===== src/rtl/hazard_sched_if.sv =====
// Hazard/mul-div sequencer bundle: decode/C-stage operand info and redirect in, stall/flush/md strobes out.
// The pipeline side uses master; the scheduler uses slave.
interface hazard_sched_if;
    logic [4:0] Rs1B;
    logic [4:0] Rs2B;
    logic       UseRs1B;
    logic       UseRs2B;
    logic [4:0] RdC;
    logic       RegWriteC;
    logic [1:0] ResultSrcC;
    logic       MdOpC;
    logic       MdDivC;
    logic       PcRedirectE;
    logic       StallF;
    logic       StallD;
    logic       StallC;
    logic       FlushD;
    logic       FlushC;
    logic       MdStart;
    logic       MdBusy;
    logic       MdDone;

    modport master (
        output Rs1B, Rs2B, UseRs1B, UseRs2B, RdC, RegWriteC, ResultSrcC,
               MdOpC, MdDivC, PcRedirectE,
        input  StallF, StallD, StallC, FlushD, FlushC, MdStart, MdBusy, MdDone
    );

    modport slave (
        input  Rs1B, Rs2B, UseRs1B, UseRs2B, RdC, RegWriteC, ResultSrcC,
               MdOpC, MdDivC, PcRedirectE,
        output StallF, StallD, StallC, FlushD, FlushC, MdStart, MdBusy, MdDone
    );
endinterface


===== src/rtl/hazard_sched.sv =====
// Pipeline hazard control plus fixed-latency mul/div sequencer; outputs are combinational from state/cnt/inputs.
// An M op holds F/D/C stalled for LAT cycles and MdDone fires LAT cycles after MdStart; redirect outranks everything.
module hazard_sched #(
    parameter int MUL_CYCLES = 2,
    parameter int DIV_CYCLES = 33,
    parameter int CNT_W      = 6
) (
    input logic         clk,
    input logic         rst,
    hazard_sched_if.slave bus
);
    typedef enum logic [1:0] {IDLE, RUN, DONE} state_t;

    localparam logic [CNT_W-1:0] MUL_INIT = CNT_W'(MUL_CYCLES - 1);
    localparam logic [CNT_W-1:0] DIV_INIT = CNT_W'(DIV_CYCLES - 1);
    localparam logic [CNT_W-1:0] CNT_ONE  = CNT_W'(1);

    state_t           state, state_nxt;
    logic [CNT_W-1:0] cnt, cnt_nxt;
    logic             load_use;

    always_ff @(posedge clk) begin
        if (rst) begin
            state <= IDLE;
            cnt   <= '0;
        end else begin
            state <= state_nxt;
            cnt   <= cnt_nxt;
        end
    end

    // x0 is hardwired zero, so a load into it never produces a dependency
    assign load_use = bus.RegWriteC && (bus.ResultSrcC == 2'b01) && (bus.RdC != 5'd0) &&
                      ((bus.UseRs1B && (bus.Rs1B == bus.RdC)) ||
                       (bus.UseRs2B && (bus.Rs2B == bus.RdC)));

    always_comb begin
        state_nxt   = state;
        cnt_nxt     = cnt;
        bus.StallF  = 1'b0;
        bus.StallD  = 1'b0;
        bus.StallC  = 1'b0;
        bus.FlushD  = 1'b0;
        bus.FlushC  = 1'b0;
        bus.MdStart = 1'b0;
        bus.MdBusy  = 1'b0;
        bus.MdDone  = 1'b0;
        unique case (state)
            IDLE: begin
                if (bus.PcRedirectE) begin
                    bus.FlushD = 1'b1;
                    bus.FlushC = 1'b1;
                end else if (bus.MdOpC) begin
                    // the full stall also covers any coincident load-use hazard
                    bus.MdStart = 1'b1;
                    bus.MdBusy  = 1'b1;
                    bus.StallF  = 1'b1;
                    bus.StallD  = 1'b1;
                    bus.StallC  = 1'b1;
                    state_nxt   = RUN;
                    cnt_nxt     = bus.MdDivC ? DIV_INIT : MUL_INIT;
                end else if (load_use) begin
                    bus.StallF = 1'b1;
                    bus.StallD = 1'b1;
                    bus.FlushC = 1'b1;
                end
            end
            RUN: begin
                bus.MdBusy = 1'b1;
                bus.StallF = 1'b1;
                bus.StallD = 1'b1;
                bus.StallC = 1'b1;
                if (cnt == CNT_ONE) begin
                    state_nxt = DONE;
                end else begin
                    cnt_nxt = cnt - CNT_ONE;
                end
            end
            DONE: begin
                // MdOpC is still asserted here; returning to IDLE lets C advance first
                bus.MdDone = 1'b1;
                state_nxt  = IDLE;
            end
            default: state_nxt = IDLE;
        endcase
    end
endmodule


===== src/flat_wrapper.sv =====
// flat-port wrapper written by rule: the top's interface ports become plain ports
module hazard_sched_flat 
#(
    parameter int MUL_CYCLES = 2,
    parameter int DIV_CYCLES = 33,
    parameter int CNT_W      = 6
)
  (clk, rst, bus_Rs1B, bus_Rs2B, bus_UseRs1B, bus_UseRs2B, bus_RdC, bus_RegWriteC, bus_ResultSrcC, bus_MdOpC, bus_MdDivC, bus_PcRedirectE, bus_StallF, bus_StallD, bus_StallC, bus_FlushD, bus_FlushC, bus_MdStart, bus_MdBusy, bus_MdDone);
  hazard_sched_if bus_i ();
  input logic clk;
  input logic rst;
  input wire logic [$bits(bus_i.Rs1B)-1:0] bus_Rs1B;
  input wire logic [$bits(bus_i.Rs2B)-1:0] bus_Rs2B;
  input wire logic [$bits(bus_i.UseRs1B)-1:0] bus_UseRs1B;
  input wire logic [$bits(bus_i.UseRs2B)-1:0] bus_UseRs2B;
  input wire logic [$bits(bus_i.RdC)-1:0] bus_RdC;
  input wire logic [$bits(bus_i.RegWriteC)-1:0] bus_RegWriteC;
  input wire logic [$bits(bus_i.ResultSrcC)-1:0] bus_ResultSrcC;
  input wire logic [$bits(bus_i.MdOpC)-1:0] bus_MdOpC;
  input wire logic [$bits(bus_i.MdDivC)-1:0] bus_MdDivC;
  input wire logic [$bits(bus_i.PcRedirectE)-1:0] bus_PcRedirectE;
  output wire logic [$bits(bus_i.StallF)-1:0] bus_StallF;
  output wire logic [$bits(bus_i.StallD)-1:0] bus_StallD;
  output wire logic [$bits(bus_i.StallC)-1:0] bus_StallC;
  output wire logic [$bits(bus_i.FlushD)-1:0] bus_FlushD;
  output wire logic [$bits(bus_i.FlushC)-1:0] bus_FlushC;
  output wire logic [$bits(bus_i.MdStart)-1:0] bus_MdStart;
  output wire logic [$bits(bus_i.MdBusy)-1:0] bus_MdBusy;
  output wire logic [$bits(bus_i.MdDone)-1:0] bus_MdDone;
  assign bus_i.Rs1B = bus_Rs1B;
  assign bus_i.Rs2B = bus_Rs2B;
  assign bus_i.UseRs1B = bus_UseRs1B;
  assign bus_i.UseRs2B = bus_UseRs2B;
  assign bus_i.RdC = bus_RdC;
  assign bus_i.RegWriteC = bus_RegWriteC;
  assign bus_i.ResultSrcC = bus_ResultSrcC;
  assign bus_i.MdOpC = bus_MdOpC;
  assign bus_i.MdDivC = bus_MdDivC;
  assign bus_i.PcRedirectE = bus_PcRedirectE;
  assign bus_StallF = bus_i.StallF;
  assign bus_StallD = bus_i.StallD;
  assign bus_StallC = bus_i.StallC;
  assign bus_FlushD = bus_i.FlushD;
  assign bus_FlushC = bus_i.FlushC;
  assign bus_MdStart = bus_i.MdStart;
  assign bus_MdBusy = bus_i.MdBusy;
  assign bus_MdDone = bus_i.MdDone;
  hazard_sched #(.MUL_CYCLES(MUL_CYCLES), .DIV_CYCLES(DIV_CYCLES), .CNT_W(CNT_W)) u_core (.clk(clk), .rst(rst), .bus(bus_i));
endmodule

===== config.mk =====
export PLATFORM = sky130hd
export DESIGN_NAME = hazard_sched_flat
export DESIGN_NICKNAME = d
export VERILOG_FILES = /design/src/rtl/hazard_sched_if.sv /design/src/rtl/hazard_sched.sv /design/src/flat_wrapper.sv
export SDC_FILE = /design/constraint.sdc
export NUM_CORES = 1
export LEC_CHECK = 0
export ABC_CLOCK_PERIOD_IN_PS = 3800
export CAP_MARGIN = 20
export CELL_PAD_IN_SITES_DETAIL_PLACEMENT = 0
export CELL_PAD_IN_SITES_GLOBAL_PLACEMENT = 1
export CORE_MARGIN = 2
export CORE_UTILIZATION = 29
export CTS_CLUSTER_DIAMETER = 40
export DETAILED_ROUTE_END_ITERATION = 10
export GPL_TIMING_DRIVEN = 0
export HOLD_SLACK_MARGIN = 0.05
export MAX_ROUTING_LAYER = met4
export PLACE_DENSITY = 0.94
export SLEW_MARGIN = 20
export SYNTH_ARGS = -nofsm -noshare
export SYNTH_HDL_FRONTEND = slang
export SYNTH_SLANG_ARGS = --single-unit

===== constraint.sdc =====
create_clock -name clk -period 3.8 [get_ports clk]
set_input_delay 0.76 -clock clk [delete_from_list [all_inputs] [get_ports clk]]
set_output_delay 0.76 -clock clk [all_outputs]
set_load 0.005 [all_outputs]

After elaboration in Yosys (flattened, before gate mapping)
Cells that the tools add are included.
Widths: inputs -> output; s select.

word-level totals
  input bits = 25
  register bits after elaboration = 8
  output and inout bits = 8
  word-level logic and storage cells = 47

cells by class
  add/subtract/negate cells = 1
  muxes and demuxes = 23
  reductions and logical operators = 11
  equal/unequal tests = 10

operators with widths
  operator             number
  $mux 6               4
  $mux 1               12
  $pmux 6 s2           1
  $eq 5x5->1           2
  $eq 6x1->1 const B   1
  $mux 2               3
  $ne 2x2->1 const B   3
  $sub 6x1->6 const B  1
  $logic_and 1x1->1    5
  $reduce_bool 5->1    1
  $eq 2x1->1 const B   2
  $pmux 1 s2           2
  $pmux 2 s2           1
  $reduce_and 4->1     1
  $reduce_and 3->1     1
  $eq 2x2->1 const B   1
  $logic_not 2->1      1
  $ne 2x1->1 const B   1
  $reduce_bool 2->1    1
  $logic_or 1x1->1     1

Logic depth before layout (Yosys ltp)
Gate-level depths: netlist of run 1.

  depth in word-level cells = 8
  depth in mapped cells = 6
  depth with buffers taken out = 6

Least setup slack after synthesis of run 1
OpenSTA, ideal clock, no wires.

  path type = input to output
  start = input port bus_PcRedirectE
  end = output port bus_StallF
  data required time = 3.040 ns
  buffers on the path = 2
  arrival = 1.772 ns
  stages on the path = 5
  slack = 1.268 ns
  cells stage by stage = or4b_1 -> buf_6 -> nand2_1 -> o21bai_1 -> buf_4

between the ends
  word-level cells in the longest chain between the ends = 2

RTL lines
  item         RTL line            text
  from (decl)  flat_wrapper.sv:21  input wire logic [$bits(bus_i.PcRedirectE)-1:0] bus_PcRedirectE;
  $mux 1       --
  $pmux 1 s2   --
  to (decl)    flat_wrapper.sv:22  output wire logic [$bits(bus_i.StallF)-1:0] bus_StallF;

Every way passes these cells.

Final worst setup path of run 1
  start = input port bus_RdC[3]
  end = output port bus_StallF

between the ends
  word-level cells in the longest chain between the ends = 8
  elaborated cells between the ends (all ways) = 12
  classes of those cells = eq/ne (2); mux (4); reduce/logical (6)

RTL lines
  item                                         RTL line                                text
  from (decl)                                  flat_wrapper.sv:16                      input wire logic [$bits(bus_i.RdC)-1:0] bus_RdC;
  $eq 5x5->1, on equally long branches         hazard_sched.sv:34, hazard_sched.sv:35
  $logic_and 1x1->1, on equally long branches  hazard_sched.sv:34, hazard_sched.sv:35
  $logic_or 1x1->1                             hazard_sched.sv:34                      ((bus.UseRs1B && (bus.Rs1B == bus.RdC)) ||
  $logic_and 1x1->1 (*)                        hazard_sched.sv:33                      assign load_use = bus.RegWriteC && (bus.ResultSrcC == 2'b01) && (bus.RdC != 5'd0) &&
  $mux 1 (*)                                   hazard_sched.sv:62                      end else if (load_use) begin
  $mux 1 (*)                                   hazard_sched.sv:53                      end else if (bus.MdOpC) begin
  $mux 1 (*)                                   hazard_sched.sv:50                      if (bus.PcRedirectE) begin
  $pmux 1 s2 (*)                               hazard_sched.sv:48                      unique case (state)

Every way passes the cells marked *; elsewhere a longest branch is shown, timed or not.

==> results by group, run 1 <==
Yosys
  – Average size of a mapped cell: 7.89 µm²
  – Post-synthesis net count: 111
  – Yosys warning total: 0
  – Share of the synthesized area in the top cell type: 24.2%
  – Library cells used by synthesis: 35
  – Async SR Flop Fraction: 0%
  – Gate count after technology mapping: 84
  – Sequential share of the synthesized area: 24.2%
  – Most frequent cells after synthesis: 8 x sky130_fd_sc_hd__dfxtp_1, 8 x sky130_fd_sc_hd__nand2_1, 8 x sky130_fd_sc_hd__xor2_1
  – Top cell type by total area after synthesis: sky130_fd_sc_hd__dfxtp_1
  – Number of storage elements in the synthesis netlist: 8
  – Number of flops mapped to enable cells by yosys: 0
  – Area of the mapped netlist: 663 µm²
  – Cell types with the largest area share after synthesis: sky130_fd_sc_hd__dfxtp_1 24%, sky130_fd_sc_hd__xor2_1 11%, sky130_fd_sc_hd__a21oi_1 4.5%, sky130_fd_sc_hd__mux2i_1 4.5%, sky130_fd_sc_hd__nand2_1 4.5%
  – Top FF cell, synth: sky130_fd_sc_hd__dfxtp_1

Worst setup path
  – Buffer and inverter count on the worst path: 3
  – Slowest cell on the critical path: sky130_fd_sc_hd__clkdlybuf4s50_1
  – Ordered list of cells on the worst path: clkdlybuf4s50_1 > xor2_1 > nor4_1 > a32oi_1 > o21bai_1 > buf_4 > clkdlybuf4s50_1
  – Logic depth of the worst register-to-register path: 4
  – Worst path top cell family by delay: buffers and inverters
  – Arrival time worst endpoint: 2.69 ns
  – CP Max Fanout: 3
  – Stages on worst setup path: 7
  – Stage delay of the slowest cell on the critical path: 0.48 ns
  – CP required: 3.04 ns
  – CP Launch Type: primary input
  – Capturing element type of the critical path: output port
  – Crit Path Category: in2out
  – Most used cell along the critical path: sky130_fd_sc_hd__clkdlybuf4s50_1

Route
  – Pre-Repair DR Iteration Count: 4
  – 1st-iter DRT viols: 6
  – DRC violations left: 0
  – Post-detailed-route wirelength per cell: 11.7 µm
  – Final wirelength: 1710 µm
  – Via count: 728
  – Routed via count divided by cell count: 4.99
  – Antenna violation net count after detailed routing: 0

Pwr
  – IR drop worst, VDD: 0.262 mV
  – Leakage dissipation: 0.396 nW
  – Power per Cell Area: 278 nW/µm²

STA
  – Setup skew after layout: 0.00747 ns
  – Worst slew margin relative to its limit: 71.7%
  – Setup TNS after final layout: 0 ns
  – Max-slew violation count: 0
  – Achievable frequency: 0.289 GHz
  – RSZ-0062 raised after global routing: false
  – Share of the clock period used by the worst path after layout: 90.9%
  – WHS: 0.488 ns
  – Number of setup violations in the final report: 0
  – Clock period minus worst slack: 3.45 ns
  – Final Hold Violating Endpoints: 0
  – Slew of the pin with the lowest slew margin: 0.424 ns

Final layout
  – Post-Layout Cell Count: 146
  – Final layout net count: 147
  – Area added between synthesis and finish: 55.5%
  – Diode insertion count for antenna repair: 0
  – Fraction of layout instances using a drive strength above 1: 7.63%

Global route
  – Number of global-route vias before repair: 692
  – Wire length of the first global-routing pass: 2750 µm
  – Total routing usage reported by global routing: 14.3%
  – Maximum number of pins on one net before global-route repair: 11
  – Global route overflow: 0
  – Antenna violations before repair: 0

Clock network
  – Clock Sinks: 8
  – Setup repair bufs after CTS: 0
  – Clock edge transition at the registers on the reported setup and hold paths: 0.05 ns
  – Clock tree from TritonCTS: built
  – Clock latency reported for the late side of the worst-skew pair: 0.26 ns
  – Cells resized by post-CTS repair: 0
  – CTS Hold Buffers Added: 0
  – CTS H-tree lvls: 1
  – Largest buffer count on any clock path: 2
  – Inserted Clock Buffers: 3
  – Library cell used as clock root buffer: sky130_fd_sc_hd__clkbuf_4

Run status
  – Outcome: completed

Placement
  – I/O Buffers: 31
  – Final weighted congestion in routability-driven placement: 0.790
  – Cell Count Post-Placement: 143
  – Placed wire-length estimate after detailed placement: 1400 µm

Hold path
  – Hold Path Depth: 2
  – Hold/Removal Path Class: reg2reg

Die
  – Die Wd: 51.8 µm
  – Chip Height: 51.8 µm
  – Total die area: 2690 µm²
  – Total number of placement rows: 17
  – Initial core utilization: 30.3%
  – Number of top-level pins: 33
  – Core footprint: 2190 µm²

Flow run
  – Max-capacitance violation count: 0
## logic make-up after synthesis
group / share of synthesized area [%]
AO/OA/AOI/OAI: 19.8
XOR/XNOR: 13.2
adder cells (fa/ha/maj): 3.77
buffers and inverters: 6.98
flip-flops: 24.2
multiplexers: 4.53
AND/OR/NAND/NOR: 27.5
## worst paths after layout
path                                      start             to  slack (ns)
worst max-delay path                 bus_RdC[3]     bus_StallF        0.35
worst min-delay path              u_core.cnt[5]  u_core.cnt[5]        0.49
worst max register to register  u_core.state[1]  u_core.cnt[5]        2.29
worst min register to register    u_core.cnt[5]  u_core.cnt[5]        0.49
## metrics by stage
step | utilization [%] | power, mW | area [µm²] | worst slack, ns
after floorplan | - | 0.166 | 663 | 1.27
after global placement | 46.0 | 0.219 | 1010 | 0.338
after detailed placement | 46.0 | 0.221 | 1010 | 0.335
after CTS | 47.1 | 0.289 | 1030 | 0.328
after global routing | 47.1 | 0.307 | 1030 | 0.223
final | 47.1 | 0.287 | 1030 | 0.345
## flip-flops by register name, indices dropped and copies added, names as in the netlist
register      count
u_core.cnt        6
u_core.state      2
## cell type report
type                            instances  area (µm²)
Multi-Input combinational cell         69         457
Sequential cell                         8         160
Buffer                                  4        30.0
Tap cell                               28        35.0
Fill cell                             232        1160
Inverter                                3        16.3
Timing Repair Buffer                   31         310
Clock buffer                            3        22.5
## worst min-delay path, delay by kind of cell, from the launching register on
family | cells | cell delay [ns]
flops | 1 | 0.32
compound gates | 1 | 0.05
simple gates | 1 | 0.07
## cells in the final DEF (no fill, tap or decap), drive strengths merged
cell / count
nor2b: 2
o211ai: 1
mux2i: 3
nor4: 2
o21ai: 5
a32oi: 1
or4b: 1
clkdlybuf4s50: 31
and2b: 1
a221o: 1
a21oi: 6
ha: 2
nand2: 8
o21bai: 2
a311oi: 1
or3: 3
nor3: 5
clkinv: 1
a211oi: 1
a21o: 1
xnor2: 2
inv: 2
dfxtp: 8
and2: 1
a31oi: 1
nand3b: 1
nor2: 6
buf: 3
nand3: 1
nand2b: 2
nor3b: 1
xor2: 8
clkbuf: 4
## per-layer routing
layer	global-route usage [%]	share of wire (%)	wire length [µm]
met5	-	0	0
met4	7.89	2.3	40
met3	4.60	11	186
met2	23.2	41	708
met1	15.5	45	774
## power by group
group	leakage [nW]	total [mW]	internal [mW]	switching, mW
Clock	0.0138	0.0683	0.0363	0.0320
Sequential	0.0655	0.102	0.0927	0.00966
Combinational	0.317	0.116	0.0682	0.0481
(Power assumes the default switching activity.)
==> run 2, diff against run 1 <==
- CAP_MARGIN: 20 -> 10
- CORE_MARGIN: 2 -> default
==> results by group, run 2 (same netlist as run 1, synthesis figures left out) <==
Global route
  – Global route overflow: 0
  – Antenna violations before repair: 0
  – Maximum number of pins on one net before global-route repair: 11
  – Wire length of the first global-routing pass: 2900 µm
  – Total routing usage reported by global routing: 15.7%
  – Number of global-route vias before repair: 708

Die
  – Core footprint: 2060 µm²
  – Initial core utilization: 32.2%
  – Total die area: 2480 µm²
  – Total number of placement rows: 16
  – Chip Height: 49.8 µm
  – Number of top-level pins: 33
  – Die Wd: 49.8 µm

Clock network
  – Largest buffer count on any clock path: 2
  – Inserted Clock Buffers: 3
  – Setup repair bufs after CTS: 0
  – Cells resized by post-CTS repair: 0
  – CTS Hold Buffers Added: 0
  – CTS H-tree lvls: 1
  – Clock tree from TritonCTS: built
  – Clock edge transition at the registers on the reported setup and hold paths: 0.05 ns
  – Library cell used as clock root buffer: sky130_fd_sc_hd__clkbuf_4
  – Clock latency reported for the late side of the worst-skew pair: 0.25 ns
  – Clock Sinks: 8

Worst setup path
  – CP Max Fanout: 3
  – Ordered list of cells on the worst path: clkdlybuf4s50_1 > xor2_1 > nor4_1 > a32oi_1 > o21bai_1 > buf_4 > clkdlybuf4s50_1
  – R2r endpoint: u_core.cnt[5]
  – Arrival time worst endpoint: 2.72 ns
  – Capturing element type of the critical path: output port
  – Worst path top cell family by delay: buffers and inverters
  – R2r startpoint: u_core.cnt[1]
  – Buffer and inverter count on the worst path: 3
  – Capturing instance or port of the critical path: bus_StallF
  – Most used cell along the critical path: sky130_fd_sc_hd__clkdlybuf4s50_1
  – Register-to-register path setup slack: 2.28 ns
  – Slowest cell on the critical path: sky130_fd_sc_hd__clkdlybuf4s50_1
  – Stages on worst setup path: 7
  – Crit Path Category: in2out
  – Stage delay of the slowest cell on the critical path: 0.48 ns
  – CP required: 3.04 ns
  – CP Launch Type: primary input
  – Critical Path Start: bus_RdC[3]
  – Logic depth of the worst register-to-register path: 6

Route
  – Antenna violation net count after detailed routing: 0
  – Post-detailed-route wirelength per cell: 11.7 µm
  – 1st-iter DRT viols: 7
  – Final wirelength: 1700 µm
  – DRC violations left: 0
  – Routed via count divided by cell count: 5.02
  – Via count: 728
  – Pre-Repair DR Iteration Count: 4

Pwr
  – Post-layout total power: 0.284 mW
  – IR drop worst, VDD: 0.180 mV
  – Leakage dissipation: 0.396 nW
  – Power per Cell Area: 276 nW/µm²

STA
  – Clock period minus worst slack: 3.48 ns
  – Worst slew margin relative to its limit: 73.2%
  – Max-slew violation count: 0
  – Setup TNS after final layout: 0 ns
  – Final Hold Violating Endpoints: 0
  – RSZ-0062 raised after global routing: false
  – Number of setup violations in the final report: 0
  – Slew of the pin with the lowest slew margin: 0.403 ns
  – Share of the clock period used by the worst path after layout: 91.5%
  – Setup skew after layout: 0.00231 ns
  – Final setup slack of the worst path: 0.323 ns
  – Achievable frequency: 0.288 GHz

Placement
  – Pre-CTS setup slack: 0.332 ns
  – I/O Buffers: 31
  – Final weighted congestion in routability-driven placement: 0.776
  – Placed wire-length estimate after detailed placement: 1340 µm

Final layout
  – Commonest cells after routing, fill and taps aside: 31 x sky130_fd_sc_hd__clkdlybuf4s50_1, 8 x sky130_fd_sc_hd__nand2_1, 8 x sky130_fd_sc_hd__xor2_1, 8 x sky130_fd_sc_hd__dfxtp_1
  – Fraction of layout instances using a drive strength above 1: 7.63%
  – Leading cell type in the layout, fill and taps excluded: sky130_fd_sc_hd__clkdlybuf4s50_1
  – Final layout net count: 147
  – Area added between synthesis and finish: 55.3%
  – Diode insertion count for antenna repair: 0
  – Register bank with the most flops: u_core.cnt
  – Biggest registers after layout: u_core.cnt (6), u_core.state (2)
  – # fillers: 215
  – Max FFs per register: 6

Hold path
  – Hold/Removal Path Class: reg2reg

Flow run
  – Max-capacitance violation count: 0

Run status
  – Outcome: completed
==> run 2: cell counts in the layout (fill, tap and decap cells not counted) <==
Identical to the previous run, type by type.
==> run 2: worst min path at each step <==
stage | from | end | slack [ns] | depth (start not counted)
detailed placement | u_core.cnt[5] | u_core.cnt[5] | 0.49 | 2
CTS | u_core.cnt[5] | u_core.cnt[5] | 0.49 | 2
floorplan | u_core.cnt[5] | u_core.cnt[5] | 0.45 | 2
global route | u_core.cnt[5] | u_core.cnt[5] | 0.51 | 2
global placement | u_core.cnt[5] | u_core.cnt[5] | 0.47 | 2
finish | u_core.cnt[5] | u_core.cnt[5] | 0.49 | 2
==> run 2: cell type report <==
type | instances | area [µm²] | area share [%]
clock buffer | 3 | 22.5 | 2.19
buffer | 4 | 30.0 | 2.92
multi-input combinational | 69 | 457 | 44.3
sequential | 8 | 160 | 15.6
timing repair buffer | 31 | 310 | 30.1
inverter | 3 | 16.3 | 1.58
tap | 27 | 33.8 | 3.28
==> run 2: layer usage <==
| layer | track usage [%] | vias to the layer above | routed length, µm |
|---|---|---|---|
| li1 | - | 369 | - |
| met1 | 18.4 | 318 | 795 |
| met2 | 24.8 | 38 | 705 |
| met3 | 5.25 | 3 | 172 |
| met4 | 5.71 | 0 | 23 |
| met5 | - | - | 0 |
==> run 2: stage by stage <==
step	util, %	hold slack, ns	area [µm²]	cells
after global placement	48.8	0.472	1010	142
after floorplan	-	0.453	663	84
after global routing	49.9	0.511	1030	145
after CTS	49.9	0.494	1030	145
final	49.9	0.490	1030	145
after detailed placement	48.8	0.487	1010	142
==> run 2: worst register-to-register path: cells and delay by family (launching register included) <==
kind	cells	cell delay, ns
AO/OA/AOI/OAI	3	0.67
adder cells (fa/ha/maj)	1	0.18
buffers and inverters	1	0.07
flip-flops	1	0.36
AND/OR/NAND/NOR	1	0.16
==> run 2: report_power, final <==
part           internal [mW]  switching, mW  leakage [nW]
Combinational         0.0683         0.0493         0.317
Sequential            0.0928        0.00919        0.0655
Clock                 0.0361         0.0287        0.0138
